## src/rtl/iter_shift_ctrl_pkg.sv

```systemverilog
// Shared types and default sizes for the iterative shift controller.
package iter_shift_ctrl_pkg;

    localparam int W  = 32;
    localparam int AW = 5;

    typedef enum logic [1:0] {
        IDLE  = 2'd0,
        SHIFT = 2'd1,
        DONE  = 2'd2
    } state_e;

endpackage

```

## src/rtl/iter_shift_ctrl_shift_1b.sv

```systemverilog
// One-bit left-shift stage: zero enters bit 0 when i_shift is high, otherwise pass-through.
module shift_1b
    import iter_shift_ctrl_pkg::*;
#(
    parameter int W = iter_shift_ctrl_pkg::W
) (
    input  logic         i_shift,
    input  logic [W-1:0] i_data,
    output logic [W-1:0] o_data
);

    assign o_data = i_shift ? {i_data[W-2:0], 1'b0} : i_data;

endmodule

```

## src/rtl/iter_shift_ctrl.sv

```systemverilog
// Iterative left shifter: one bit per cycle through shift_1b, valid/ready on both sides.
// Optional rotate-left behaviour is enabled by defining ITER_SHIFT_ROTATE_EN.
module iter_shift_ctrl
    import iter_shift_ctrl_pkg::*;
#(
    parameter int W  = iter_shift_ctrl_pkg::W,
    parameter int AW = iter_shift_ctrl_pkg::AW
) (
    input  logic          sys_clk,
    input  logic          sys_rst,
    input  logic          i_valid,
    output logic          o_ready,
    input  logic [W-1:0]  i_data,
    input  logic [AW-1:0] i_amount,
    input  logic          i_rotate,
    output logic          o_valid,
    input  logic          i_ready,
    output logic [W-1:0]  o_data,
    output logic          o_busy
);

    state_e        state_q;
    logic [W-1:0]  data_q;
    logic [W-1:0]  data_d;
    logic [W-1:0]  stage_out;
    logic [AW-1:0] cnt_q;
    logic          mode_q;
    logic          fill;

    shift_1b #(.W(W)) u_stage (
        .i_shift (state_q == SHIFT),
        .i_data  (data_q),
        .o_data  (stage_out)
    );

`ifdef ITER_SHIFT_ROTATE_EN
    assign fill = mode_q & data_q[W-1];
`else
    // mode is still latched on accept but never reaches the fill in this build
    assign fill = mode_q & 1'b0;
`endif

    assign data_d = {stage_out[W-1:1], stage_out[0] | fill};

    always_ff @(posedge sys_clk or posedge sys_rst) begin
        if (sys_rst) begin
            state_q <= IDLE;
            data_q  <= '0;
            cnt_q   <= '0;
            mode_q  <= 1'b0;
        end else begin
            case (state_q)
                IDLE: begin
                    if (i_valid) begin
                        data_q  <= i_data;
                        cnt_q   <= i_amount;
                        mode_q  <= i_rotate;
                        state_q <= (i_amount != '0) ? SHIFT : DONE;
                    end
                end
                SHIFT: begin
                    data_q <= data_d;
                    cnt_q  <= cnt_q - AW'(1);
                    if (cnt_q == AW'(1))
                        state_q <= DONE;
                end
                DONE: begin
                    if (i_ready)
                        state_q <= IDLE;
                end
                default: begin
                    state_q <= IDLE;
                    cnt_q   <= '0;
                end
            endcase
        end
    end

    assign o_ready = (state_q == IDLE) & ~sys_rst;
    assign o_valid = (state_q == DONE);
    assign o_busy  = (state_q != IDLE);
    assign o_data  = data_q;

endmodule

```

## config.mk

```make
export PLATFORM = sky130hd
export DESIGN_NAME = iter_shift_ctrl
export DESIGN_NICKNAME = d
export VERILOG_FILES = /design/src/rtl/iter_shift_ctrl_pkg.sv /design/src/rtl/iter_shift_ctrl_shift_1b.sv /design/src/rtl/iter_shift_ctrl.sv
export SDC_FILE = /design/constraint.sdc
export NUM_CORES = 1
export LEC_CHECK = 0
export ABC_AREA = 1
export BUFFER_PORTS_ARGS = -buffer_cell sky130_fd_sc_hd__buf_2
export CAP_MARGIN = 20
export CORE_MARGIN = 4
export CORE_UTILIZATION = 25
export CTS_CLUSTER_DIAMETER = 100
export CTS_CLUSTER_SIZE = 8
export DETAILED_ROUTE_END_ITERATION = 7
export GPL_TIMING_DRIVEN = 0
export PLACE_DENSITY = 0.49
export SLEW_MARGIN = 5
export SYNTH_ARGS = -nofsm -noshare
export SYNTH_HDL_FRONTEND = slang
export SYNTH_SLANG_ARGS = --single-unit
export TNS_END_PERCENT = 30
```

## constraint.sdc

```tcl
create_clock -name sys_clk -period 1.56 [get_ports sys_clk]
set_input_delay 0.156 -clock sys_clk [delete_from_list [all_inputs] [get_ports sys_clk]]
set_output_delay 0.156 -clock sys_clk [all_outputs]
set_load 0.05 [all_outputs]
```

==> impl_results.md <==
- CP bufs+invs: 2
- Synth cell types: 24
- I/O pins: 77
- Synth Flop Type: dfrtp_1
- Diodes inserted: 0
- Reg2Reg Launch Point: state_q[0]
- First-pass GRT wire length: just under 10000 microns
- Setup violations, final: 0
- Root Buffer Master: clkbuf_8
- TritonCTS Sinks: 39
- Maxcap violations: 0
- Synth area leader: dfrtp_1
- Yosys top cell area share: 0.435
- Drt pass-1 iters: 4
- Critical Path Fanout Max: 5
- DP Wirelength: around 4600 microns
- Num CTS Buffers: 5
- Tcrit/Tclk final: 0.944
- Final hold vios: 0
- Yosys warns: 0
- Status: complete, no violations
- RSZ-0062 raised after global routing: false
- Area growth from synthesis to layout: 30.7%
- Setup_tns: 0 ps
- Sequential share of the synthesized area: 0.435
- Hold Path Class: primary input to register
- Port bufs: between 70 and 80
- Critical Path Max Stage Delay: around 480 ps
- Initial antenna violation count: 0
- Final nets: approximately 380
- Clock Skew: 6.95 ps
- Worst-Skew Late Latency: around 290 ps
- Arrival @ worst endpoint: roughly 1300 ps
- WL/cell: about 14 microns
- Crit path from: state_q[0]
- Crit-path cells: nor2_4 -> inv_1 -> nor2_2 -> clkbuf_4
- Final WL: roughly 6000 microns
- Avg Vias per Cell: around 4.5
- Leading post-synthesis cells by cell area: dfrtp_1 44%, o21ai_2 21%, nand3_1 8.9%
- Syn Std Cell Area: between 2000 and 2500 sq um
- Mapped Avg Cell Area: approximately 9 sq um
- Vias in the first global route: 1980
- Yosys reg bits: 39
- Ratio of cells with drive above 1 in the final layout: 0.476
- Core area: around 8700 sq um
- Fillers: ~940
- Ys async rst share: 1.00
- Max Fclk: a little under 0.7 GHz
- Synth cell count leaders: 54 x o21ai_2, 40 x nand3_1, 39 x dfrtp_1
- Detailed router's first-iteration violation count: 80
- Crit start category: register
- Starting density of the core: 0.257
- Die H: just over 100 microns
- Most common cell in the netlist: o21ai_2
- H-tree lvl count: 2
- Die area: ~11000 sq um
- Kind of critical path: register to primary output
- Maximum clock insertion buffer count: 2
- CP Capture Type: primary output
- Slowest-stage cell, CP: dfrtp_1
- Total Routing Usage GR: 0.120
- DRC: 0
- Final Wtd Congestion: about 0.75
- Syn Nets: 294
- CP required: 1400 ps
- CP delay by family, top: flip-flops
- CTS tree: yes
- Actual slew at the worst max-slew pin: 483 ps
- Row count: 34
- Grt total ovfl: 0
- Slew headroom: 0.678
- EDFF count, synth: 0
- Post-DRT Antenna Nets: 0
- Largest net degree at the start of global routing: 26
- Synth Instances: between 200 and 300
- Clock-pin slew on the worst setup and hold paths: about 80 ps
- Final min period: between 1000 and 1500 ps
- Fin util: 0.336
- Min-delay src: i_data[0]
- Die width: 103 microns
- Via count: 2007
- Slew Limit Fails: 0
[state kept, by name, indices dropped and copies added, names as in the netlist]
name,cells
cnt_q,5
o_data,32
state_q,2
[path summary, 6_finish.rpt]
path	endpoint	slack, ps	depth (start not counted)
worst max register to register	o_data[19]	100	7
worst min-delay path	o_data[0]	120	3
worst min register to register	o_data[31]	530	2
worst max-delay path	o_ready	90	4
min in group asynchronous	cnt_q[1]	410	3
max in group asynchronous	o_data[2]	690	4
[layer usage]
layer | share of wire | GRT usage | routed length (microns) | vias to the layer above
met5 | 0 | 0 | 0 | -
met4 | 0.0086 | 0.0299 | 53 | 0
met3 | 0.065 | 0.0277 | 401 | 4
met2 | 0.45 | 0.181 | 2800 | 56
met1 | 0.47 | 0.173 | 2930 | 928
li1 | - | - | - | 1019
[per-stage QoR]
stage	hold slack (ps)	cells	cell area, sq um	setup slack, ps
CTS	110	444	2930	48.0
floorplan	301	250	2250	-28.7
detailed placement	169	434	2780	139
global placement	420	433	2760	-231
global route	110	444	2930	1.15
finish	117	444	2930	86.9
[logic make-up after synthesis]
logic type	synth area share
buf+inv	0.0809
simple gates	0.224
compound gates	0.249
flops	0.435
fa+ha+maj	0.0112
[worst reg2reg max path: cells and delay by family (launching register included)]
kind	cells	cell delay, ps
flops	1	480
simple gates	3	380
buf+inv	2	340
compound gates	2	180
[repair_timing]
item,in CTS,in global routing
hold buffers,1,0
gates cloned,0,0
setup buffers,1,0
hold endpoints to repair,14,0
pin swaps,1,0
resized for setup,0,2
endpoints found under the setup margin,1,2
[layout make-up]
class                           instances  area (sq um)  share of cell area
Multi-Input combinational cell        181          1090               0.372
Sequential cell                        39           976               0.333
Timing Repair Buffer                   78           415               0.142
Tap cell                              108           135              0.0461
Buffer                                 15           123              0.0418
Clock buffer                            6          72.6              0.0248
Clock inverter                          2          60.1              0.0205
Inverter                               15          58.8              0.0201
[layout by cell type, fill, tap and decap left out, types with 3 or more instances in the layout]
cell type and n:
o21ai_0 6, buf_2 80, nand3_1 40, a21oi_1 3, nor2_1 36, nand2_1 23
dfrtp_1 39, buf_4 3, o21ai_2 54, o21ai_1 7, clkbuf_8 5, inv_1 12
buf_12 3, clkbuf_1 3
Power is not shown: default switching activity piles up to over one toggle a cycle in this logic, so the estimate is an artifact.
